--- config.mk ---
export PLATFORM = sky130hd
export DESIGN_NAME = i2c_reg_rw
export DESIGN_NICKNAME = d
export VERILOG_FILES = /design/src/rtl/i2c_reg_rw.sv
export SDC_FILE = /design/constraint.sdc
export NUM_CORES = 1
export LEC_CHECK = 0
export ABC_CLOCK_PERIOD_IN_PS = 2400
export CORE_MARGIN = 8
export CORE_UTILIZATION = 49
export CTS_BUF_LIST = sky130_fd_sc_hd__clkbuf_2 sky130_fd_sc_hd__clkbuf_4 sky130_fd_sc_hd__clkbuf_8
export CTS_CLUSTER_DIAMETER = 80
export DETAILED_ROUTE_END_ITERATION = 8
export PLACE_DENSITY = 0.82
export SLEW_MARGIN = 20
export SYNTH_ARGS = -nofsm -noshare
export SYNTH_HDL_FRONTEND = slang
export SYNTH_SLANG_ARGS = --single-unit
--- constraint.sdc ---
create_clock -name clk -period 2.4 [get_ports clk]
set_input_delay 0.24 -clock clk [delete_from_list [all_inputs] [get_ports clk]]
set_output_delay 0.24 -clock clk [all_outputs]
set_load 0.01 [all_outputs]
--- src/rtl/i2c_reg_rw.sv ---
// i2c_reg_rw
//   Sequences a single register write or read through an external i2c_master.
//   A command is latched on an accepted enable strobe. The first byte sent is
//   always the register index. The second is either the write value or, for
//   a read, a repeated start with rw=1. The last read byte is captured when
//   the master drops busy.
//
//   Optional feature macro: I2C_REG_RW_READ_EN
//     defined   -> rd selects a register read
//     undefined -> every command is a write, rd_data is tied to 0 and no
//                  read-capture logic exists
//
//   Parameters
//     TIMEOUT        max clk cycles spent waiting for any single busy edge
//   Ports
//     clk            clock
//     reset          synchronous, active-low reset
//     chip_addr      7-bit I2C device address
//     reg_addr       register index
//     value          write data
//     rd             1 = register read, 0 = register write
//     enable         command strobe, honoured only while done=1
//     done           idle/ready level
//     rd_data        last read byte
//     ack_error      result flag of the last command (nack or timeout)
//     i2c_busy       from i2c_master
//     i2c_data_rd    from i2c_master
//     i2c_ack_error  from i2c_master
//     i2c_ena        to i2c_master
//     i2c_addr       to i2c_master
//     i2c_rw         to i2c_master
//     i2c_data_wr    to i2c_master
//
//   state  | meaning
//   IDLE   | waiting for a command, master addressed with nothing
//   BYTE0  | register index offered, waiting for master to take it (busy rise)
//   BYTE1  | second byte offered, waiting for its busy rise to drop ena
//   LAST   | waiting for the master to finish (busy fall), capture read data
//   FINISH | one-cycle settle before returning to IDLE
module i2c_reg_rw #(
  parameter int unsigned TIMEOUT = 65535
) (
  input  logic       clk,
  input  logic       reset,
  input  logic [6:0] chip_addr,
  input  logic [7:0] reg_addr,
  input  logic [7:0] value,
  input  logic       rd,
  input  logic       enable,
  output logic       done,
  output logic [7:0] rd_data,
  output logic       ack_error,
  input  logic       i2c_busy,
  input  logic [7:0] i2c_data_rd,
  input  logic       i2c_ack_error,
  output logic       i2c_ena,
  output logic [6:0] i2c_addr,
  output logic       i2c_rw,
  output logic [7:0] i2c_data_wr
);

  typedef enum logic [2:0] {
    IDLE   = 3'd0,
    BYTE0  = 3'd1,
    BYTE1  = 3'd2,
    LAST   = 3'd3,
    FINISH = 3'd4
  } state_t;

  localparam logic [15:0] TO_LIMIT = 16'(TIMEOUT);

  state_t      state_q, state_d;
  logic        busy_prev_q;
  logic [15:0] cnt_q, cnt_d;
  logic [7:0]  value_q, value_d;
  logic        ena_q, ena_d;
  logic [6:0]  addr_q, addr_d;
  logic        rw_q, rw_d;
  logic [7:0]  dwr_q, dwr_d;
  logic        ack_q, ack_d;
  logic        is_rd;
  logic        busy_rise, busy_fall, in_wait, timed_out;

`ifdef I2C_REG_RW_READ_EN
  logic       rd_q, rd_d;
  logic [7:0] rd_data_q, rd_data_d;
  assign is_rd   = rd_q;
  assign rd_data = rd_data_q;
`else
  logic unused_rd;
  assign unused_rd = ^{rd, i2c_data_rd};
  assign is_rd     = 1'b0;
  assign rd_data   = 8'h00;
`endif

  assign busy_rise = i2c_busy & ~busy_prev_q;
  assign busy_fall = ~i2c_busy & busy_prev_q;
  assign in_wait   = (state_q == BYTE0) || (state_q == BYTE1) || (state_q == LAST);
  assign timed_out = in_wait && (cnt_q == TO_LIMIT);

  // done also waits on busy so a new command never overlaps a pending stop
  assign done = (state_q == IDLE) && !i2c_busy;

  assign i2c_ena     = ena_q;
  assign i2c_addr    = addr_q;
  assign i2c_rw      = rw_q;
  assign i2c_data_wr = dwr_q;
  assign ack_error   = ack_q;

  always_ff @(posedge clk) begin
    if (!reset) begin
      state_q     <= IDLE;
      busy_prev_q <= 1'b0;
      cnt_q       <= 16'd0;
      value_q     <= 8'h00;
      ena_q       <= 1'b0;
      addr_q      <= 7'h00;
      rw_q        <= 1'b0;
      dwr_q       <= 8'h00;
      ack_q       <= 1'b0;
`ifdef I2C_REG_RW_READ_EN
      rd_q        <= 1'b0;
      rd_data_q   <= 8'h00;
`endif
    end else begin
      state_q     <= state_d;
      busy_prev_q <= i2c_busy;
      cnt_q       <= cnt_d;
      value_q     <= value_d;
      ena_q       <= ena_d;
      addr_q      <= addr_d;
      rw_q        <= rw_d;
      dwr_q       <= dwr_d;
      ack_q       <= ack_d;
`ifdef I2C_REG_RW_READ_EN
      rd_q        <= rd_d;
      rd_data_q   <= rd_data_d;
`endif
    end
  end

  always_comb begin
    state_d = state_q;
    value_d = value_q;
    ena_d   = ena_q;
    addr_d  = addr_q;
    rw_d    = rw_q;
    dwr_d   = dwr_q;
    ack_d   = ack_q;
`ifdef I2C_REG_RW_READ_EN
    rd_d      = rd_q;
    rd_data_d = rd_data_q;
`endif

    // sticky nack from BYTE0 through FINISH
    if ((state_q != IDLE) && i2c_ack_error) begin
      ack_d = 1'b1;
    end

    if (timed_out) begin
      ena_d   = 1'b0;
      ack_d   = 1'b1;
      state_d = IDLE;
    end else begin
      // each waiting state reacts to its own busy edge only
      case (state_q)
        IDLE: begin
          if (done && enable) begin
            addr_d  = chip_addr;
            dwr_d   = reg_addr;
            value_d = value;
`ifdef I2C_REG_RW_READ_EN
            rd_d    = rd;
`endif
            ena_d   = 1'b1;
            rw_d    = 1'b0;
            ack_d   = 1'b0;
            state_d = BYTE0;
          end
        end
        BYTE0: begin
          if (busy_rise) begin
            if (is_rd) begin
              rw_d = 1'b1;
            end else begin
              dwr_d = value_q;
            end
            state_d = BYTE1;
          end
        end
        BYTE1: begin
          if (busy_rise) begin
            ena_d   = 1'b0;
            state_d = LAST;
          end
        end
        LAST: begin
          if (busy_fall) begin
`ifdef I2C_REG_RW_READ_EN
            if (rd_q) begin
              rd_data_d = i2c_data_rd;
            end
`endif
            state_d = FINISH;
          end
        end
        FINISH: begin
          state_d = IDLE;
        end
        default: begin
          state_d = IDLE;
        end
      endcase
    end

    if ((state_d != state_q) || !in_wait) begin
      cnt_d = 16'd0;
    end else begin
      cnt_d = cnt_q + 16'd1;
    end
  end

endmodule

==> impl_metrics.yaml <==
sta:
  setup-tns-final_ps: 0
  finalMaxSlewViolations: 0
  hold_ws_ps: 463.0
  tightest_slew_ps: 572.1
  post-route-period-util_pct: 82.97
  finalSetupViolations: 0
  period_minus_slack_ps: 1991
  maxSlewHeadroom_pct: 61.76
  hold_viol: 0
  fin_skew_ps: 1.506
  max_freq_mhz: 502.2
  rsz0062_at_grt: "no"
placed_design:
  io_buffers: 45
  gp_congestion: 0.8826
  place_hpwl_mm: 3.404
synthesis:
  synth-edff-count: 0
  synth-main-ff-cell: "dfxtp_1"
  synth_area_per_cell_sq_um: 9.182
  syn_area_sq_mm: 0.002195
  seq_area_frac_synth_pct: 41.05
  synth-seq-cells: 45
  async_flop_share_pct: 0
  synth_cell_types: 42
  synthCells: 239
  yosys_warnings: 0
cts:
  cts_tree: "yes"
  htree_num_levels: 2
  cts_buffer_depth: 2
  postCtsSetupRepairBufs: 0
  cts_num_sinks: 45
  ctsHoldBuffers: 0
  numCtsBuffers: 5
  clockRootBuffer: "clkbuf_8"
  insertion_delay_ps: 290
  cts-resized-gates: 0
  path_clk_slew_ps: 80
global_routing:
  grt_start_max_net_pins: 24
  track_usage_pct: 13.90
  grt_pass1_vias: 1802
  grt_pass1_wl_mm: 8.169
  overflow: 0
  antenna_found_initial: 0
detailed_routing:
  drt_iter0_markers: 148
  wl_per_cell_um: 14.14
  drc: 0
  vias: 1777
  final_antenna_net_count: 0
  post_drt_via_cell_ratio: 5.352
  wirelength_mm: 4.696
  firstDrtPassIters: 4
die:
  dieArea_sq_mm: 0.006877
  row_count: 24
  die_h_um: 82.93
  start_util_pct: 50.75
  core-area_sq_mm: 0.004324
  io_pins: 64
  die_x_um: 82.93
job:
  maxCapViolCount: 0
setup_path:
  cp-start-kind: "primary input"
  cp-end-kind: "output pin"
  crit_path_cell_trace: "clkdlybuf4s50_1, buf_4, nor4_2, clkdlybuf4s50_1"
  max_stage_delay_ps: 590
  worstPathRequired_ps: 2160
  slowest_stage: "clkdlybuf4s50_1"
  crit_top_cell: "clkdlybuf4s50_1"
  path_class: "in2out"
  cp_max_fo: 10
  worstPathArrival_ps: 1750
cells_and_area:
  nNetsFinal: 317
  diodes: 0
  layout-drive-gt1-share_pct: 7.857
  final_common_cell: "nand2_1"
  area_delta_synth_final_pct: 22.58
  final_util_pct: 62.21
  layout_common_cells: "nand2_1, dfxtp_1, clkdlybuf4s50_1, a21boi_0, a211oi_1"
pwr:
  power.leakage_nw: 1.023
  ir_drop_uv: 337.9
  cellPowerDensity_mw_per_mm2: 587.4
status:
  outcome: "finished clean"
hold_path:
  hp-class: "reg2reg"
[metal layers]
metal,vias to the layer above,part of all wire [%],track usage [%]
li1,902,-,-
met1,834,45,15.94
met2,36,46,21.92
met3,5,7.6,6.836
met4,0,1.2,4.633
met5,-,0,0
[power breakdown]
part	internal, mW	total (mW)	switching (mW)
combinational	0.150	0.291	0.141
clock	0.241	0.475	0.235
sequential	0.784	0.814	0.0295
[final timing paths]
check                endpoint  depth (start not counted)         from  slack, ps
setup / recovery         done                          4     i2c_busy        410
hold / removal    i2c_addr[0]                          2  i2c_addr[0]        460
setup reg to reg     cnt_q[6]                          6     cnt_q[0]        450
hold reg to reg   i2c_addr[0]                          2  i2c_addr[0]        460
[metrics by stage]
step           instances  power [mW]  instance area [sq um]  setup slack [ps]
3_5_place_dp         324       1.122                   2599             357.7
3_3_place_gp         324       1.118                   2599             355.2
4_1_cts              332       1.594                   2690             386.2
6_report             332       1.580                   2690             408.6
5_1_grt              332       1.665                   2690             276.8
2_1_floorplan        247       1.013                   2225             629.9
[flip-flops by register name, summed over array words and instances (netlist names)]
| name | count |
|---|---|
| value_q | 8 |
| state_q | 3 |
| i2c_data_wr | 8 |
| busy_prev_q | 1 |
| ack_error | 1 |
| i2c_addr | 7 |
| cnt_q | 16 |
| i2c_ena | 1 |
[layout make-up]
class,count,area (sq um)
fillers,389,1634
multi-input cells,173,1126
repair buffers,51,495.5
well taps,52,65.06
clock buffers,8,91.34
flip-flops and latches,45,900.9
inverters,3,11.26
[cells by family (layout without fill, tap and decap cells)]
| family | after synthesis | count (layout) | synth area share [%] |
|---|---|---|---|
| other | 1 | 9 | 0.1709 |
| AND/OR/NAND/NOR | 88 | 88 | 21.21 |
| buffers and inverters | 29 | 62 | 9.008 |
| flip-flops | 45 | 45 | 41.05 |
| AO/OA/AOI/OAI | 52 | 52 | 18.24 |
| XOR/XNOR | 14 | 14 | 5.587 |
| multiplexers | 9 | 9 | 4.162 |
| adder cells (fa/ha/maj) | 1 | 1 | 0.5700 |
[cell usage after synthesis, types with 2 or more instances]
library cell	n	area, sq um
mux2i_1	8	80.08
nor2_1	5	18.77
o211a_1	8	80.08
nand4_1	6	37.54
buf_4	10	75.07
a21oi_1	5	25.02
buf_2	4	20.02
dfxtp_1	45	900.9
nand2_1	46	172.7
nor3_1	2	10.01
nand2b_1	3	18.77
nand3_1	9	45.04
xor2_1	10	87.58
nor4_1	2	12.51
and2_1	4	25.02
inv_1	3	11.26
o21ai_0	2	10.01
nor3b_1	2	15.01
a211oi_1	15	112.6
clkbuf_1	8	30.03
xnor2_1	4	35.03
a21boi_0	16	120.1
clkbuf_8	3	41.29
[critical path: cells and delay by family]
kind / cells / cell delay, ps
buffers and inverters: 3 / 1180
and+or+nand+nor: 1 / 320
Note: power is estimated with default switching activity, not from simulation.
